[config.mk]
export PLATFORM = sky130hd
export DESIGN_NAME = pool_unit_para_fp16
export DESIGN_NICKNAME = d
export VERILOG_FILES = /design/src/rtl/pool_unit_para_fp16.sv
export SDC_FILE = /design/constraint.sdc
export NUM_CORES = 2
export LEC_CHECK = 0
export ABC_AREA = 1
export CORE_MARGIN = 2
export CORE_UTILIZATION = 42
export CTS_CLUSTER_DIAMETER = 50
export DETAILED_ROUTE_END_ITERATION = 16
export GPL_TIMING_DRIVEN = 0
export HOLD_SLACK_MARGIN = 0.03
export SLEW_MARGIN = 30
export SYNTH_ARGS = -nofsm -noshare
export SYNTH_HDL_FRONTEND = slang
export SYNTH_SLANG_ARGS = --single-unit
[constraint.sdc]
create_clock -name clk -period 21.8 [get_ports clk]
set_input_delay 5.45 -clock clk [delete_from_list [all_inputs] [get_ports clk]]
set_output_delay 5.45 -clock clk [all_outputs]
set_load 0.005 [all_outputs]
[src/rtl/pool_unit_para_fp16.sv]
// Multi-lane FP16 pooling unit: per-lane average or max over a k x k window, one shared FSM.
// Latency: result strobes 2 cycles after the n-th accepted beat (n+3 cycles start-to-result with no bubbles).
// Backpressure: none; beats are taken only in ACCUM when in_valid=1, all other in_valid/start are ignored.
module pool_unit_para_fp16 #(
    parameter int LANES           = 3,
    parameter int DATA_WIDTH      = 16,
    parameter int POOL_MAX        = 4,
    parameter int POOL_SIZE_WIDTH = 3
) (
    input  logic                          clk,
    input  logic                          rst,
    input  logic                          start,
    input  logic                          mode,
    input  logic [POOL_SIZE_WIDTH-1:0]    pool_size,
    input  logic                          in_valid,
    input  logic [LANES*DATA_WIDTH-1:0]   in_data,
    output logic                          busy,
    output logic                          out_valid,
    output logic [LANES*DATA_WIDTH-1:0]   out_data,
    output logic                          cfg_err
);

    localparam int NMAX  = POOL_MAX * POOL_MAX;
    localparam int CNT_W = $clog2(NMAX + 1);

    typedef enum logic [1:0] {IDLE, ACCUM, SCALE, DONE} state_t;

    // Round-to-nearest-even and pack. fr holds 10 fraction bits above guard/round/sticky.
    function automatic logic [15:0] fp16_pack(input logic sgn, input int exp_in, input logic [12:0] fr);
        logic [10:0] fr_r;
        logic        rnd;
        int          e;
        logic [15:0] res;
        rnd  = fr[2] & (fr[1] | fr[0] | fr[3]);
        fr_r = {1'b0, fr[12:3]} + 11'(rnd);
        e    = exp_in + int'(fr_r[10]);
        if (e >= 31)
            res = {sgn, 15'h7BFF};
        else if (e <= 0)
            res = {sgn, 15'h0000};
        else
            res = {sgn, e[4:0], fr_r[9:0]};
        return res;
    endfunction

    function automatic logic [15:0] fp16_add(input logic [15:0] a, input logic [15:0] b);
        logic [15:0] af, bf, x, y;
        logic [10:0] mx, my;
        logic [4:0]  d;
        logic [29:0] wide;
        logic [13:0] ax, ay;
        logic [14:0] s;
        logic [4:0]  lz;
        int          e;
        logic [15:0] res;
        af = (a[14:10] == 5'd0) ? {a[15], 15'h0} : a;
        bf = (b[14:10] == 5'd0) ? {b[15], 15'h0} : b;
        if (af[14:0] >= bf[14:0]) begin
            x = af; y = bf;
        end else begin
            x = bf; y = af;
        end
        res = 16'h0000;
        if (x[14:10] == 5'd0) begin
            res = {x[15] & y[15], 15'h0};
        end else if (y[14:10] == 5'd0) begin
            res = x;
        end else begin
            mx   = {1'b1, x[9:0]};
            my   = {1'b1, y[9:0]};
            d    = x[14:10] - y[14:10];
            wide = {my, 19'h0} >> d;
            ax   = {mx, 3'b000};
            ay   = wide[29:16] | {13'h0, |wide[15:0]};
            s    = (x[15] ^ y[15]) ? ({1'b0, ax} - {1'b0, ay}) : ({1'b0, ax} + {1'b0, ay});
            e    = int'(x[14:10]);
            if (s == 15'h0) begin
                res = 16'h0000;
            end else begin
                if (s[14]) begin
                    s = {1'b0, s[14:1]} | {14'h0, s[0]};
                    e = e + 1;
                end else begin
                    lz = 5'd0;
                    for (int i = 0; i <= 13; i++)
                        if (s[i]) lz = 5'(13 - i);
                    s = s << lz;
                    e = e - int'(lz);
                end
                res = fp16_pack(x[15], e, s[12:0]);
            end
        end
        return res;
    endfunction

    function automatic logic [15:0] fp16_mul(input logic [15:0] a, input logic [15:0] b);
        logic        sgn;
        logic [21:0] p;
        logic [12:0] fr;
        int          e;
        logic [15:0] res;
        sgn = a[15] ^ b[15];
        if (a[14:10] == 5'd0 || b[14:10] == 5'd0) begin
            res = {sgn, 15'h0};
        end else begin
            p = {1'b1, a[9:0]} * {1'b1, b[9:0]};
            e = int'(a[14:10]) + int'(b[14:10]) - 15;
            if (p[21]) begin
                fr = {p[20:11], p[10], p[9], |p[8:0]};
                e  = e + 1;
            end else begin
                fr = {p[19:10], p[9], p[8], |p[7:0]};
            end
            res = fp16_pack(sgn, e, fr);
        end
        return res;
    endfunction

    // Sign-magnitude strictly-greater; +0 and -0 are equal.
    function automatic logic fp16_gt(input logic [15:0] x, input logic [15:0] a);
        logic r;
        if (x[14:0] == 15'h0 && a[14:0] == 15'h0)
            r = 1'b0;
        else if (x[15] != a[15])
            r = a[15];
        else if (x[15])
            r = x[14:0] < a[14:0];
        else
            r = x[14:0] > a[14:0];
        return r;
    endfunction

    function automatic logic [15:0] recip_lut(input logic [CNT_W-1:0] n);
        logic [15:0] r;
        case (int'(n))
            1:       r = 16'h3C00;
            2:       r = 16'h3800;
            3:       r = 16'h3555;
            4:       r = 16'h3400;
            5:       r = 16'h3266;
            6:       r = 16'h3155;
            7:       r = 16'h3092;
            8:       r = 16'h3000;
            9:       r = 16'h2F1C;
            10:      r = 16'h2E66;
            11:      r = 16'h2DD1;
            12:      r = 16'h2D55;
            13:      r = 16'h2CEC;
            14:      r = 16'h2C92;
            15:      r = 16'h2C44;
            16:      r = 16'h2C00;
            default: r = 16'h3C00;
        endcase
        return r;
    endfunction

    state_t                               state;
    logic                                 mode_r;
    logic [CNT_W-1:0]                     n_r;
    logic [CNT_W-1:0]                     cnt;
    logic [LANES-1:0][DATA_WIDTH-1:0]     acc;
    logic [LANES-1:0][DATA_WIDTH-1:0]     acc_nxt;
    logic [LANES-1:0][DATA_WIDTH-1:0]     scaled;
    logic [DATA_WIDTH-1:0]                recip;
    logic                                 size_ok;

    assign size_ok = (pool_size != '0) && (pool_size <= POOL_SIZE_WIDTH'(POOL_MAX));
    assign recip   = recip_lut(n_r);

    genvar g;
    generate
        for (g = 0; g < LANES; g++) begin : g_lane
            logic [DATA_WIDTH-1:0] x;
            assign x          = in_data[g*DATA_WIDTH +: DATA_WIDTH];
            // First beat of a window loads the lane directly.
            assign acc_nxt[g] = (cnt == '0) ? x :
                                mode_r      ? (fp16_gt(x, acc[g]) ? x : acc[g]) :
                                              fp16_add(acc[g], x);
            assign scaled[g]  = mode_r ? acc[g] : fp16_mul(acc[g], recip);
        end
    endgenerate

    always_ff @(posedge clk or posedge rst) begin
        if (rst) begin
            state     <= IDLE;
            mode_r    <= 1'b0;
            n_r       <= '0;
            cnt       <= '0;
            acc       <= '0;
            busy      <= 1'b0;
            out_valid <= 1'b0;
            out_data  <= '0;
            cfg_err   <= 1'b0;
        end else begin
            out_valid <= 1'b0;
            cfg_err   <= 1'b0;
            case (state)
                IDLE: begin
                    if (start) begin
                        if (size_ok) begin
                            mode_r <= mode;
                            n_r    <= CNT_W'(pool_size) * CNT_W'(pool_size);
                            cnt    <= '0;
                            busy   <= 1'b1;
                            state  <= ACCUM;
                        end else begin
                            cfg_err <= 1'b1;
                        end
                    end
                end
                ACCUM: begin
                    if (in_valid) begin
                        acc <= acc_nxt;
                        cnt <= cnt + CNT_W'(1);
                        if ((cnt + CNT_W'(1)) == n_r)
                            state <= SCALE;
                    end
                end
                SCALE: begin
                    acc       <= scaled;
                    out_data  <= scaled;
                    out_valid <= 1'b1;
                    busy      <= 1'b0;
                    state     <= DONE;
                end
                DONE: begin
                    state <= IDLE;
                end
                default: begin
                    state <= IDLE;
                    busy  <= 1'b0;
                end
            endcase
        end
    end

endmodule

Yosys cells after proc, flatten, opt, wreduce, memory -nomap -nowiden
Memory sizes are Yosys's and may differ from the RTL's.
Index checks and enable logic that the tools add are counted.
W data, S select, Z words.
{ "word_totals": {"rom_bits": 416, "ff_bits": 112, "memories": 1, "word_cells": 347, "mem_bits_rw": 0, "latch_bits": 0, "input_bits": 56, "output_inout_bits": 51} }
{ "classes": {"addsub": 37, "div_mod_pow": 0, "bitwise": 33, "reduce_logical": 51, "mux": 168, "n_mul": 4, "shift": 6, "n_eq_ne": 14, "n_lt_le_gt_ge": 22} }
{ "memory_table": {"columns": ["memory", "depth", "width", "read_ports", "rd_ports_with_merged_regs", "wr", "line_no", "source"], "rows": [
  ["(no name shown)", 32, 13, 1, 0, 0, "135", "case (int'(n))"]
]} }
{ "op_table": {"columns": ["cell", "n"], "rows": [
  ["$mux W32", 18],
  ["$mux W16", 27],
  ["$mux W15", 24],
  ["$mux W5", 54],
  ["$mux W13", 18],
  ["$add A32 B2 Y32", 6],
  ["$ge A32 B6 Y1 const B", 6],
  ["$le A32 B1 Y1 const B", 6],
  ["$logic_not A15 Y1", 9],
  ["$pmux W48 S2", 1],
  ["$shr A30 B5 Y30", 3],
  ["$logic_not A5 Y1", 14],
  ["$add A10 B1 Y11", 6],
  ["$mul A11 B11 Y22", 3],
  ["$mux W48", 1],
  ["$reduce_or A16 Y1", 3],
  ["$add A14 B14 Y15", 3],
  ["$ge A15 B15 Y1", 3],
  ["$gt A15 B15 Y1", 3],
  ["$lt A15 B15 Y1", 3],
  ["$shl A15 B5 Y13", 3],
  ["$sub A14 B14 Y15", 3],
  ["$or A14 B1 Y14", 3],
  ["$or A13 B1 Y13", 3],
  ["34 further kinds", 112]
]} }

Logic depth before layout (Yosys ltp)
{ "depth": {"word_depth": 48, "mapped_depth": 87} }

Worst setup path after synthesis
No wires, ideal clock.
{ "synth_timing": {"kind": "in2reg", "from": "input port in_data[44]", "to": "register acc[42] (netlist name)", "t_required_ps": 21678, "arrival_ps": 14804, "path_slack_ps": 6874, "path_stages": 81, "setup_time_ps": 122, "path_cell_list": "inv_1 > nand4_1 > clkbuf_1 > nand2_1 > ha_1 > a21oi_1 > o21ai_0 > nand3_1 > nand3_1 > nand2_1 > nand2_2 > nand2_4 > nand3_4 > buf_12 > o21ai_1 > nand2_1 > ha_1 > inv_1 > [45 not listed] > nand4_1 > ha_1 > nand2_1 > nor3_1 > nand3_1 > nor3_1 > nand2_1 > nor3_1 > nand3_1 > nand2_1 > inv_2 > buf_6 > nand2_1 > nor2_1 > o21bai_1 > nand2_1 > nand2_1 > a21oi_1"} }
{ "synth_via": {"elab_chain_cells": 48} }
{ "synth_rtl": {"columns": ["item", "line_no", "source"], "rows": [
  ["start: declaration", "16", "input logic [LANES*DATA_WIDTH-1:0] in_data,"],
  ["$logic_not A5 Y1", "57", "bf = (b[14:10] == 5'd0) ? {b[15], 15'h0} : b;"],
  ["$mux W15", "57", null],
  ["$ge A15 B15 Y1", "58", "if (af[14:0] >= bf[14:0]) begin"],
  ["$mux W16", "58", null],
  ["$sub A5 B5 Y5", "71", "d = x[14:10] - y[14:10];"],
  ["$shr A30 B5 Y30", "72", "wide = {my, 19'h0} >> d;"],
  ["$reduce_or A16 Y1", "74", "ay = wide[29:16] | {13'h0, |wide[15:0]};"],
  ["$or A14 B1 Y14", "74", null],
  ["[32 not listed]", null, null],
  ["$mux W15", "37", "if (e >= 31)"],
  ["$mux W16", "77", "if (s == 15'h0) begin"],
  ["$mux W16", "66", "end else if (y[14:10] == 5'd0) begin"],
  ["$mux W16", "64", "if (x[14:10] == 5'd0) begin"],
  ["$mux W16", "177", "mode_r ? (fp16_gt(x, acc[g]) ? x : acc[g]) :"],
  ["$mux W16", "176", "assign acc_nxt[g] = (cnt == '0) ? x :"],
  ["$mux W48", "212", "if (in_valid) begin"],
  ["$pmux W48 S2", "197", "case (state)"],
  ["end signal: assignment", "213", "acc <= acc_nxt;"],
  ["end signal: assignment", "220", "acc <= scaled;"],
  ["end: declaration", "161", "logic [LANES-1:0][DATA_WIDTH-1:0] acc;"]
]} }
Several ways; a longest one is shown, not always the timed one. The select of a mux whose other input is x is not followed.
A chain may end at the register's enable or synchronous reset.

Worst setup path in the final report
{ "layout_timing": {"from": "input port in_data[46]", "to": "register acc[42] (netlist name)"} }
Same word-level chain as after synthesis.

==> reports/summary.txt <==
Die area: 88000 um^2
Clock sinks: 111
Antenna violations before repair: 1
Final routed DRC violation total: 0
DRT antenna net count: 0
Die Wd: 297 um
WL final: 127 mm
Max Cap Viol: 0
Tmin final: 17.73 ns
Resized cells post-CTS: 0
Sequential-to-total area share from yosys stat: 7.72%
IO Pins: 107
Synth Cell Area: 36000 um^2
Avg Cell Area, Syn: 6.36 um^2
Net Count, Synth: 6406
Hold path start: out_data[32]
Synth top area share: 16.4%
Share of cells above drive strength 1: 6.09%
Synth Register Bits: 111
Max Fclk: 56.4 MHz
Routability cong.: 0.966
RSZ-0062 raised after global routing: no
Period utilisation layout: 81.3%
Final Hold Viols: 0
Fraction of registers with async set/reset: 100%
Placement Rows: 107
Top post-synthesis cells by area: nand2_1, ha_1, fa_1
Largest net degree at the start of global routing: 65
Number of synthesized flops with an enable pin: 0
Violation count after the first detailed-route iteration: 3200
Critical path required time: 22.09 ns
Port bufs: 106
Post-CTS Setup Bufs: 0
Fin nets: 6527
Height of the chip: 297 um
Fin. max-slew vios: 0
CP peak stage delay: 0.64 ns
Via density: 5.44
R2R Path Start: n_r[0]
CP Capture Type: register
Final setup TNS: 0 ns
Prevailing post-synth register cell: dfrtp_1
Routed vias: 37.7k
Post-DP HPWL: 106 mm
Initial Utilization: 42.3%
Worst slew pin tran: 1.00 ns
Synth warn: 0
Hold Crit Class: reg -> reg
R2r setup slk: 8.16 ns
Clk Latency, worst-skew pair: 0.42 ns
Reg-to-Reg End: acc[37]
Cell depth of the worst flop-to-flop path: 65
Register area: 2780 um^2
CTS Hold Bufs: 0
Vias in the first global route: 35.7k
Root Buffer: clkbuf_16
TritonCTS clock tree: done
Clock skew: 0.0197 ns
Total grt overflow: 0
CP max-delay cell: clkdlybuf4s50_1
Yosys top cell by area: nand2_1
CTS Buffer Depth: 2
Area delta synth->final: 8.06%
Worst setup startpoint: in_data[46]
Setup-failing EPs final: 0
CTS clk-pin slew, worst paths: 0.09 ns
FILL cells: 9135
Drt pass-1 iters: 6
H-tree Lvls: 3
Slew HR: 33.0%
Mapped Cells: 5656
CP max FO: 10
Setup crit start kind: input pin
Drt wl/cell: 18.3 um
Critical Path AT: 18.02 ns
Most used cell, CP: nand2_1
Total GRT Usage: 28.8%
Status: complete, no violations
First-pass GRT wire length: 199 mm
Critical path type: in -> reg
End of the critical path: acc[42]
Multi-input logic area: 29000 um^2
CTS Buf Count: 9
Distinct cells, synth: 84
Core box area: 85000 um^2
## worst max-delay path: cells and delay by family
family | cells | cell delay, ns
AO/OA/AOI/OAI | 9 | 1.59
adder cells (fa/ha/maj) | 8 | 2.37
buffers and inverters | 13 | 2.47
AND/OR/NAND/NOR | 48 | 6.09
## area by class of cell
type,count,share of cell area [%]
diodes,3,0.0193
inverters,802,7.77
clock inverters,7,0.216
flip-flops and latches,111,7.15
clock buffers,9,0.579
repair buffers,110,2.87
multi-input cells,4534,74.6
plain buffers,209,3.13
well taps,1144,3.68
## kinds of logic after synthesis
group	count (synthesis)	synth area share (%)
and+or+nand+nor	2937	35.4
adders and majority gates	694	29.3
muxes	1	0.0278
DFF	111	7.72
AOI/OAI and AO/OA	762	12.3
buffers and inverters	1011	11.7
xor gates and xnor gates	140	3.52
## synth_stat cells (6+ instances only)
cell type and n:
nand2_1 1576, inv_1 743, nor2_1 517, nand3_1 474, ha_1 445, a21oi_1 275
fa_1 249, o21ai_0 239, clkbuf_1 118, dfrtp_1 111, xor2_1 93, nand4_1 88
nand2_2 80, o21ai_1 49, nor3_1 46, xnor2_1 43, inv_2 36, nor4_1 35
buf_2 28, o22ai_1 25, buf_6 23, or2_2 23, a31oi_1 21, clkinv_1 21
nor2_2 21, o21ai_2 21, nand3b_1 17, o21bai_1 17, clkbuf_8 15, o211ai_1 15
nand3_2 13, o31ai_1 12, buf_1 11, buf_4 11, a211oi_1 10, a21o_1 10
a221oi_1 8, and2_1 8, nor2_4 7, o2111ai_1 7, o21a_1 7, a21oi_2 6
nand2_4 6, or2_1 6
## flip-flops by register name, summed over array words and instances (netlist names)
name	flops
cfg_err	1
out_data	48
busy	1
acc	48
n_r	4
state	2
mode_r	1
cnt	5
out_valid	1
## stage by stage
step / instances / setup WS, ns / util [%] / area (um^2) / hold WS (ns)
floorplan: 5656 / 6.87 / - / 36000 / 0.465
global placement: 6906 / 3.93 / 45.2 / 38500 / 0.465
detailed placement: 6910 / 3.88 / 45.3 / 38500 / 0.466
CTS: 6926 / 4.27 / 45.7 / 38900 / 0.492
global route: 6927 / 2.92 / 45.7 / 38900 / 0.516
finish: 6929 / 4.07 / 45.7 / 38900 / 0.489
## how the worst min path moves through the flow
stage                        end  slack (ns)  depth (start not counted)
finish              out_data[32]        0.49                          2
global route        out_data[35]        0.52                          2
CTS                 out_data[33]        0.49                          2
detailed placement  out_data[24]        0.47                          2
global placement    out_data[32]        0.47                          2
floorplan           out_data[31]        0.47                          2
## cells in the final DEF, fill, tap and decap left out, types with 9 or more instances in the layout
cell type,count
inv_2,36
clkbuf_16,9
nand3_2,13
nand3_1,474
clkbuf_8,15
nand2_2,80
o21ai_0,234
a211oi_1,10
buf_4,11
a21oi_1,273
o31ai_1,12
buf_2,29
o211ai_1,15
dfrtp_1,111
ha_1,445
nor4_1,35
inv_1,742
clkbuf_1,114
a31oi_1,21
buf_1,10
o22ai_1,25
nand2_1,1576
o21bai_1,17
or2_2,23
clkinv_1,21
xnor2_1,43
nor2_2,22
buf_6,25
fa_1,249
nand3b_1,17
a21o_1,10
o21ai_2,21
nor3_1,45
nand4_1,88
o21ai_1,54
xor2_1,93
nor2_1,516
clkdlybuf4s50_1,106
## metal layers
| layer | vias up | global-route usage (%) | share of wire [%] |
|---|---|---|---|
| li1 | 18500 | - | - |
| met1 | 17700 | 39.2 | 45 |
| met2 | 1297 | 47.2 | 45 |
| met3 | 199 | 4.17 | 6.8 |
| met4 | 0 | 8.66 | 3.1 |
| met5 | - | 0 | 0 |
Power is not shown: default switching activity piles up to over one toggle a cycle in this logic, so the estimate is an artifact.
